[src/rtl/serial_frame_tx.sv]
// serial_frame_tx: Moore serial frame transmitter.
// Frame on dout: idle-high line, 0-1-1 preamble, payload MSB first,
// optional even-parity bit, then GAP_CYCLES forced idle-high cycles.
// Optional feature macro: SERIAL_FRAME_TX_PARITY_EN (adds the PAR state
// and the latched parity bit; undefined by default).
// Reset is asynchronous and active-low; every output is decoded from
// registered state only, so no input reaches an output combinationally.

module serial_frame_tx #(
  parameter int WIDTH      = 8,   // payload bits per frame, 2..32
  parameter int GAP_CYCLES = 2    // idle cycles after each frame, 1..15
) (
  input  logic             clk,
  input  logic             reset,
  input  logic [WIDTH-1:0] din,
  input  logic             load,
  output logic             ready,
  output logic             dout,
  output logic             busy,
  output logic             done
);

  // Bit counter must hold 0..WIDTH.
  localparam int CW = $clog2(WIDTH + 1);
  localparam logic [CW-1:0] LAST_BIT = CW'(WIDTH - 1);
  localparam logic [3:0]    LAST_GAP = 4'(GAP_CYCLES - 1);

  typedef enum logic [2:0] {
    IDLE = 3'd0,
    PRE0 = 3'd1,
    PRE1 = 3'd2,
    PRE2 = 3'd3,
    DATA = 3'd4,
`ifdef SERIAL_FRAME_TX_PARITY_EN
    PAR  = 3'd5,
`endif
    GAP  = 3'd6
  } state_t;

  state_t           state_q, state_d;
  logic [WIDTH-1:0] shreg_q, shreg_d;
  logic [CW-1:0]    bitcnt_q, bitcnt_d;
  logic [3:0]       gapcnt_q, gapcnt_d;
`ifdef SERIAL_FRAME_TX_PARITY_EN
  logic             parity_q, parity_d;
`endif

  // State, shift register and counters; reset abandons any frame in flight.
  always_ff @(posedge clk or negedge reset) begin
    if (!reset) begin
      state_q  <= IDLE;
      shreg_q  <= '0;
      bitcnt_q <= '0;
      gapcnt_q <= '0;
`ifdef SERIAL_FRAME_TX_PARITY_EN
      parity_q <= 1'b0;
`endif
    end else begin
      state_q  <= state_d;
      shreg_q  <= shreg_d;
      bitcnt_q <= bitcnt_d;
      gapcnt_q <= gapcnt_d;
`ifdef SERIAL_FRAME_TX_PARITY_EN
      parity_q <= parity_d;
`endif
    end
  end

  // Next-state logic plus Moore output decode from the registers above.
  always_comb begin
    state_d  = state_q;
    shreg_d  = shreg_q;
    bitcnt_d = bitcnt_q;
    gapcnt_d = gapcnt_q;
`ifdef SERIAL_FRAME_TX_PARITY_EN
    parity_d = parity_q;
`endif
    dout  = 1'b1;
    ready = 1'b0;
    busy  = 1'b1;
    done  = 1'b0;

    case (state_q)
      IDLE: begin
        ready = 1'b1;
        busy  = 1'b0;
        // The word and its parity are captured here, so later din
        // changes cannot disturb the frame in flight.
        if (load) begin
          state_d = PRE0;
          shreg_d = din;
`ifdef SERIAL_FRAME_TX_PARITY_EN
          parity_d = ^din;
`endif
        end
      end

      PRE0: begin
        dout    = 1'b0;
        state_d = PRE1;
      end

      PRE1: begin
        state_d = PRE2;
      end

      PRE2: begin
        state_d  = DATA;
        bitcnt_d = '0;
      end

      DATA: begin
        dout     = shreg_q[WIDTH-1];
        shreg_d  = {shreg_q[WIDTH-2:0], 1'b0};
        bitcnt_d = bitcnt_q + CW'(1);
        if (bitcnt_q == LAST_BIT) begin
`ifdef SERIAL_FRAME_TX_PARITY_EN
          state_d = PAR;
`else
          state_d  = GAP;
          gapcnt_d = '0;
`endif
        end
      end

`ifdef SERIAL_FRAME_TX_PARITY_EN
      PAR: begin
        dout     = parity_q;
        state_d  = GAP;
        gapcnt_d = '0;
      end
`endif

      GAP: begin
        // done marks the first gap cycle only.
        done     = (gapcnt_q == 4'd0);
        gapcnt_d = gapcnt_q + 4'd1;
        if (gapcnt_q == LAST_GAP) begin
          state_d = IDLE;
        end
      end

      default: begin
        // Unreachable encodings recover to IDLE on the next edge.
        state_d = IDLE;
      end
    endcase
  end

endmodule
[config.mk]
export PLATFORM = sky130hd
export DESIGN_NAME = serial_frame_tx
export DESIGN_NICKNAME = d
export VERILOG_FILES = /design/src/rtl/serial_frame_tx.sv
export SDC_FILE = /design/constraint.sdc
export NUM_CORES = 1
export LEC_CHECK = 0
export BUFFER_PORTS_ARGS = -buffer_cell sky130_fd_sc_hd__buf_2
export CAP_MARGIN = 40
export CORE_MARGIN = 2
export CORE_UTILIZATION = 49
export CTS_BUF_LIST = sky130_fd_sc_hd__clkbuf_16
export CTS_CLUSTER_DIAMETER = 200
export DETAILED_ROUTE_END_ITERATION = 10
export PLACE_DENSITY = 0.7
export SLEW_MARGIN = 25
export SYNTH_ARGS = -nofsm -noshare
export SYNTH_HDL_FRONTEND = slang
export SYNTH_SLANG_ARGS = --single-unit
[constraint.sdc]
create_clock -name clk -period 2.7 [get_ports clk]
set_input_delay 0.405 -clock clk [delete_from_list [all_inputs] [get_ports clk]]
set_output_delay 0.405 -clock clk [all_outputs]
set_load 0.005 [all_outputs]
Yosys cells after proc, flatten, opt, wreduce, memory -nomap -nowiden
Cells that the tools add are included.
{"block": "totals", "out_inout_bits": 4, "input_bits": 11, "register_bits": 19}
{"block": "classes", "mux": 13, "eq_ne": 10, "reduce_logical": 8, "add_sub_neg": 2}
{"operator": "3-bit one-hot mux with 6 select lines", "count": 1}
{"operator": "4-bit one-hot mux with 2 select lines", "count": 2}
{"operator": "8-bit one-hot mux with 2 select lines", "count": 1}
{"operator": "3-bit 2-to-1 mux", "count": 3}
{"operator": "4-bit by 1-bit adder with 4-bit output, second input constant", "count": 2}
{"operator": "8-bit 2-to-1 mux", "count": 1}
{"operator": "3-bit by 2-bit equality test with 1-bit output, second input constant", "count": 2}
{"operator": "3-bit equality test, second input constant", "count": 2}
{"operator": "2-bit inequality test, second input constant", "count": 3}
{"operator": "2-bit nonzero test", "count": 3}
{"operator": "4-bit by 1-bit equality test with 1-bit output, second input constant", "count": 1}
{"operator": "4-bit by 3-bit equality test with 1-bit output, second input constant", "count": 1}
{"operator": "4-bit zero test", "count": 1}
{"operator": "4-bit 2-to-1 mux", "count": 1}
{"operator": "2-bit AND reduction", "count": 2}
{"operator": "3-bit by 1-bit equality test with 1-bit output, second input constant", "count": 1}
{"operator": "3-bit zero test", "count": 1}
{"operator": "1-bit 2-to-1 mux", "count": 3}
{"operator": "3-bit AND reduction", "count": 1}
{"operator": "1-bit one-hot mux with 2 select lines", "count": 1}

Longest topological paths before layout
Gate-level depths: netlist (run 1).
{"block": "depth", "ltp_word": 3, "depth_mapped": 5, "ltp_nobuf": 5}

Worst setup path before layout (run 1)
OpenSTA, ideal clock, no wires.
{"block": "synth_path", "path_type": "register to output", "startpoint": "reg state_q[0]", "endpoint": "out ready", "path_buffers": 1, "t_required_ns": 2.295, "t_arrival_ns": 1.005, "slack_ns": 1.290, "path_stages_with_launch": 4, "path_cell_list": "dfrtp_1 > buf_4 > or3_1 > inv_1"}
{"block": "synth_between", "elab_chain_cells": 2}
{"element": "from (decl)", "line_no": "40", "source": "state_t state_q, state_d;"}
{"element": "from (signal assigned)", "line_no": "59", "source": "state_q <= state_d;"}
{"element": "3-bit zero test", "line_no": "83", "source": "case (state_q)"}
{"element": "1-bit 2-to-1 mux", "line_no": "83"}
{"element": "to (decl)", "line_no": "17", "source": "output logic ready,"}
Every way passes these cells.

Worst setup path in the final report (run 1)
{"block": "layout_path", "startpoint": "reg state_q[2]", "endpoint": "out done"}
{"block": "layout_between", "elab_chain_cells": 2}
{"element": "3-bit equality test", "line_no": "83"}
{"element": "1-bit 2-to-1 mux", "line_no": "83"}
{"element": "to (decl)", "line_no": "20", "source": "output logic done"}
Every way passes these cells.

==> results_dict.tcl, run 1 <==
set metrics [dict create \
    fin_skew_ns 0.00316 \
    crit_type "reg2out" \
    path_cells "nor2b_1 > and2_1 > and3_1 > buf_2" \
    critPathMaxFanout 20 \
    die_width_microns 51.4 \
    timing.final.crit_share_pct 72.1 \
    critPathCaptureType "primary output" \
    reg2reg_from "state_q[1]" \
    clock_sinks 19 \
    htree_levels 1 \
    syn_nets 133 \
    grt_setup_unrepaired "false" \
    min_period_ns 1.95 \
    first_iter_violations 10 \
    synth.distinct_cells 34 \
    num_io_pins 15 \
    num_rows 17 \
    relSlewSlack_pct 60.5 \
    antenna_found_initial 0 \
    setup_viol_count_final 0 \
    n_antenna_cell 0 \
    gp_congestion 0.697 \
    yosys_warnings 0 \
    ir_drop_v 0.000578 \
    rr_endpoint "shreg_q[7]" \
    drive_gt1_share_pct 17.2 \
    syn2layout_area_growth_pct 10.9 \
    start_util_pct 50.7 \
    post_dp_cell_area_sq_mm 0.00114 \
    tightest_slew_ns 0.592 \
    fill_cells 206 \
    final_cells 156 \
    ant_nets 0 \
    power.leakage_nw 0.560 \
    crit_start "state_q[2]" \
    drv_slew 0 \
    use_met3_pct 4.39 \
    cts_tree "yes" \
    worstPathRequired_ns 2.30 \
    nets 144 \
    clkTransAtPathRegs_ns 0.05 \
    ys_seq_area_share_pct 43.2 \
    use_met1_pct 21.7 \
    syn-cell-area_sq_mm 0.00110 \
    final_common_cell "dfrtp_1" \
    arrival_ns 1.54 \
    slowest_delay_ns 0.66 \
    final_area_sq_mm 0.00122 \
    ys_ff_latch 19 \
    drc_errors 0 \
    fmax_mhz 514 \
    layout_common_cells "dfrtp_1 (19), nand2_1 (15), buf_2 (14)" \
    run_status "complete, no violations" \
    critPathSlowestCell "dfrtp_1" \
    track_usage_pct 17.5 \
    wl_microns 1970 \
    grt_pass1_vias 814 \
    clock_path_buffers 2 \
    cts_made_buffers 3 \
    synth_top_area_share_pct 43.2 \
    min_path_type "in2async" \
    synth_area_leaders "dfrtp_1 (43%), a21oi_1 (5.9%), nand2_1 (5.1%)" \
    io_buffers 14 \
    dieArea_sq_mm 0.00264 \
    hold_viol 0 \
    grt_max_degree 21 \
    r2r_cells 3 \
    ctsHoldBuffers 0 \
    gr-total-overflow 0 \
    crit_path_start_kind "flip-flop" \
    hpwlAfterDp_microns 1390 \
    grtUsageMet2_pct 29.3 \
    syn_avg_cell_area_sq_um 9.33 \
    maxCapViolations 0 \
    placed_cells 152 \
    coreArea_sq_mm 0.00217 \
    finalSetupTns_ns 0 \
    grt_pass1_wl_microns 3480 \
    p_per_area_mw_per_mm2 1110 \
    drt-wirelength-per-cell_microns 12.6 \
    grt.busiest_layer "met2" \
    whs_ns 0.0901 \
    root_buffer "clkbuf_16" \
    viasPerCell 5.59 \
    cts_resized 0 \
    insertion_delay_ns 0.25 \
    vias 872 \
    yosysTopAreaCell "dfrtp_1" \
    ff2ff_setup_slack_ns 1.10 \
    regArea_sq_um 475 \
    synth_cells 118 \
    post_cts_buffers 0 \
    die_h_microns 51.4 \
    multi_input_area_sq_um 547 \
    drt_first_pass_iters 4 \
]
==> registers in the layout, summed over array words and instances, names as in the netlist <==
register / flops
shreg_q: 8
bitcnt_q: 4
gapcnt_q: 4
state_q: 3
==> critical path, delay by kind of cell (launching register included) <==
| family | cells | cell delay, ns |
|---|---|---|
| DFF | 1 | 0.66 |
| and+or+nand+nor | 3 | 0.53 |
| buffers and inverters | 1 | 0.10 |
==> area by class of cell <==
type / instances / share of cell area [%]
clock buffers: 3 / 6.15
clock inverters: 1 / 0.307
inverters: 4 / 1.23
multi-input cells: 87 / 44.8
flip-flops and latches: 19 / 38.9
well taps: 28 / 2.87
repair buffers: 14 / 5.74
==> worst max-delay path by stage <==
stage | cells after the start | slack, ns | to
finish | 4 | 0.75 | done
global route | 4 | 0.61 | done
CTS | 4 | 0.75 | done
detailed placement | 4 | 1.01 | done
global placement | 4 | 1.07 | done
floorplan | 3 | 1.29 | ready
==> layer usage <==
layer | share of wire, % | wire, microns
met3 | 2.7 | 54
met2 | 49 | 957
met4 | 1.1 | 21
met1 | 48 | 935
met5 | 0 | 0
==> synthesized netlist by cell type (all sizes together) <==
| master | n |
|---|---|
| and3b | 1 |
| nand3 | 1 |
| or3 | 1 |
| a311oi | 2 |
| or3b | 2 |
| mux2 | 1 |
| nor2 | 7 |
| nand2b | 5 |
| a31oi | 8 |
| o21ai | 6 |
| and4 | 2 |
| nor3 | 3 |
| a211o | 1 |
| nand2 | 15 |
| a21o | 1 |
| dfrtp | 19 |
| a22o | 2 |
| buf | 8 |
| nor2b | 2 |
| inv | 4 |
| or2 | 1 |
| nor4bb | 1 |
| nor3b | 1 |
| and2 | 2 |
| ha | 4 |
| nor4b | 1 |
| a21oi | 13 |
| and3 | 4 |
==> stage by stage <==
step | util, % | setup WS [ns] | total power [mW]
after floorplan | - | 1.29 | 0.993
after global placement | 52.7 | 1.07 | 1.04
after detailed placement | 52.7 | 1.01 | 1.07
after CTS | 56.3 | 0.745 | 1.38
after global routing | 56.3 | 0.609 | 1.48
final | 56.3 | 0.754 | 1.36
==> power by group <==
group / leakage, nW / switching, mW / internal (mW)
Combinational: 0.294 / 0.250 / 0.242
Clock: 0.0423 / 0.104 / 0.197
Sequential: 0.224 / 0.161 / 0.407
Total: 0.560 / 0.515 / 0.845
==> logic make-up after synthesis <==
group           after synthesis  synth area share, %
flops                        19                 43.2
mux                           1                 1.02
simple gates                 49                 25.7
buf+inv                      12                 7.16
compound gates               33                 18.4
fa+ha+maj                     4                 4.55
(Power assumes the default switching activity.)
==> run 2, diff against run 1 <==
--- a/config.mk
+++ b/config.mk
@@ -12,7 +12,7 @@
 export CTS_BUF_LIST = sky130_fd_sc_hd__clkbuf_16
 export CTS_CLUSTER_DIAMETER = 200
 export DETAILED_ROUTE_END_ITERATION = 10
-export PLACE_DENSITY = 0.7
+export PLACE_DENSITY = 0.72
 export SLEW_MARGIN = 25
 export SYNTH_ARGS = -nofsm -noshare
 export SYNTH_HDL_FRONTEND = slang
==> constraint.sdc (replaced) <==
create_clock -name clk -period 1.6 [get_ports clk]
set_input_delay 0.24 -clock clk [delete_from_list [all_inputs] [get_ports clk]]
set_output_delay 0.24 -clock clk [all_outputs]
set_load 0.005 [all_outputs]
==> run 2 against run 1 <==
Against the previous run: via count up 5.7%; sequential power increased by 58%; core utilization is 2.4 points higher; power is 77% higher; critical path type unchanged; critical endpoint is now ready; largest power group is now combinational logic; highest routed layer unchanged.
==> results_dict.tcl, run 2 (synthesized netlist as in run 1, its figures left out) <==
set metrics [dict create \
    run_status "complete, no violations" \
    layout_common_cells "dfrtp_1 (16), nand2_1 (15), buf_2 (14)" \
    setup_viol_count_final 0 \
    gp_congestion 0.769 \
    drv_slew 0 \
    dr.max_layer_used "met4" \
    viasPerCell 5.69 \
    vias 922 \
    grt_setup_unrepaired "false" \
    clock_sinks 19 \
    grt_pass1_wl_microns 3910 \
    grt_max_degree 20 \
    coreArea_sq_mm 0.00217 \
    arrival_ns 1.29 \
    power_frac_clock_pct 21.4 \
    nets 150 \
    wl_microns 2090 \
    htree_levels 1 \
    syn2layout_area_growth_pct 15.7 \
    worstPathRequired_ns 1.36 \
    fmax_mhz 653 \
    crit_type "reg2out" \
    cts_tree "yes" \
    intPower_mw 1.51 \
    num_io_pins 15 \
    comb_power_share_pct 41.3 \
    netSwitchingPower_mw 0.901 \
    power.leakage_nw 0.585 \
    min_path_type "in2reg" \
    sequentialPowerShare_pct 37.3 \
    crit_path_start_kind "flip-flop" \
    hpwlAfterDp_microns 1470 \
    clkTransAtPathRegs_ns 0.05 \
    p_per_area_mw_per_mm2 1890 \
    n_antenna_cell 0 \
    grt_pass1_vias 928 \
    num_rows 17 \
    start_util_pct 50.7 \
    drt_first_pass_iters 4 \
    final_common_cell "dfrtp_1" \
    tightest_slew_ns 0.416 \
    drc_errors 0 \
    antenna_found_initial 0 \
    post_dp_cell_area_sq_mm 0.00116 \
    critPathMaxFanout 15 \
    ant_nets 0 \
    dieArea_sq_mm 0.00264 \
    drive_gt1_share_pct 23.1 \
    wl_met2_microns 1020 \
    io_buffers 14 \
    finalSetupTns_ns 0 \
    maxCapViolations 0 \
    hold_viol 0 \
    timing.final.crit_share_pct 95.7 \
    final_area_sq_mm 0.00127 \
    wl_met1_microns 930 \
    swShare_pct 37.4 \
    top_regs "shreg_q x8, bitcnt_q x4, gapcnt_q x4" \
    first_iter_violations 22 \
    regMostFlops "shreg_q" \
    drt-wirelength-per-cell_microns 12.9 \
    clock_path_buffers 2 \
    ir_drop_v 0.000918 \
    met3_length_microns 86 \
    insertion_delay_ns 0.25 \
    die_h_microns 51.4 \
    track_usage_pct 19.9 \
    gr-total-overflow 0 \
    critPathCaptureType "primary output" \
    die_width_microns 51.4 \
    root_buffer "clkbuf_16" \
    fin_skew_ns 0.00259 \
    cts_made_buffers 3 \
    relSlewSlack_pct 72.2 \
    largest_reg_flops 8 \
    min_period_ns 1.53 \
]
-- run 2: area by class of cell --
cell class                      instances  area, sq um
Fill cell                             200          896
Timing Repair Buffer                   20          118
Clock inverter                          1         5.00
Clock buffer                            3         75.1
Multi-Input combinational cell         87          547
Inverter                                4         15.0
Sequential cell                        19          479
Tap cell                               28         35.0
-- run 2: layer usage --
| layer | global-route usage, % | vias to the layer above |
|---|---|---|
| li1 | - | 452 |
| met1 | 23.6 | 445 |
| met2 | 33.5 | 20 |
| met3 | 3.80 | 5 |
| met4 | 10.5 | 0 |
| met5 | 0 | - |
-- run 2: power by group through the flow --
stage                     Combinational [mW]  Clock [mW]  Sequential (mW)
final                                  0.995       0.516            0.899
after detailed placement               0.901           0            0.945
after floorplan                        0.853           0            0.822
after global placement                 0.866           0            0.926
after global routing                    1.15       0.544            0.939
after CTS                              0.905       0.527            0.943
-- run 2: path summary, 6_finish.rpt --
path,startpoint,end,slack (ns),cells past startpoint
min in group asynchronous,reset,gapcnt_q[3],0.46,2
min,din[5],shreg_q[5],0.24,3
max reg2reg,bitcnt_q[0],state_q[1],0.15,4
max in group asynchronous,reset,state_q[0],0.83,2
min reg2reg,bitcnt_q[3],bitcnt_q[3],0.52,1
max,state_q[1],ready,0.07,3
-- run 2: metrics by stage --
step,utilization (%),power [mW],setup WS [ns],hold WS (ns),std cells
2_1_floorplan,-,1.67,0.194,-0.0556,118
3_3_place_gp,53.3,1.79,0.173,0.205,154
3_5_place_dp,53.3,1.85,0.150,0.202,154
4_1_cts,57.7,2.38,0.00788,0.237,159
5_1_grt,58.7,2.63,0.00304,0.264,162
6_report,58.7,2.41,0.0694,0.235,162
-- run 2: what timing repair did --
action	in CTS	in global routing
hold buffers	1	0
setup buffers	0	3
endpoints found under the setup margin	3	2
resized for setup	3	0
hold endpoints to repair	19	0
-- run 2: worst max-delay path: stages, from the launching register on --
cell and delay [ns]:
dfrtp_2 0.50, or3_1 0.38, inv_1 0.06, buf_2 0.10
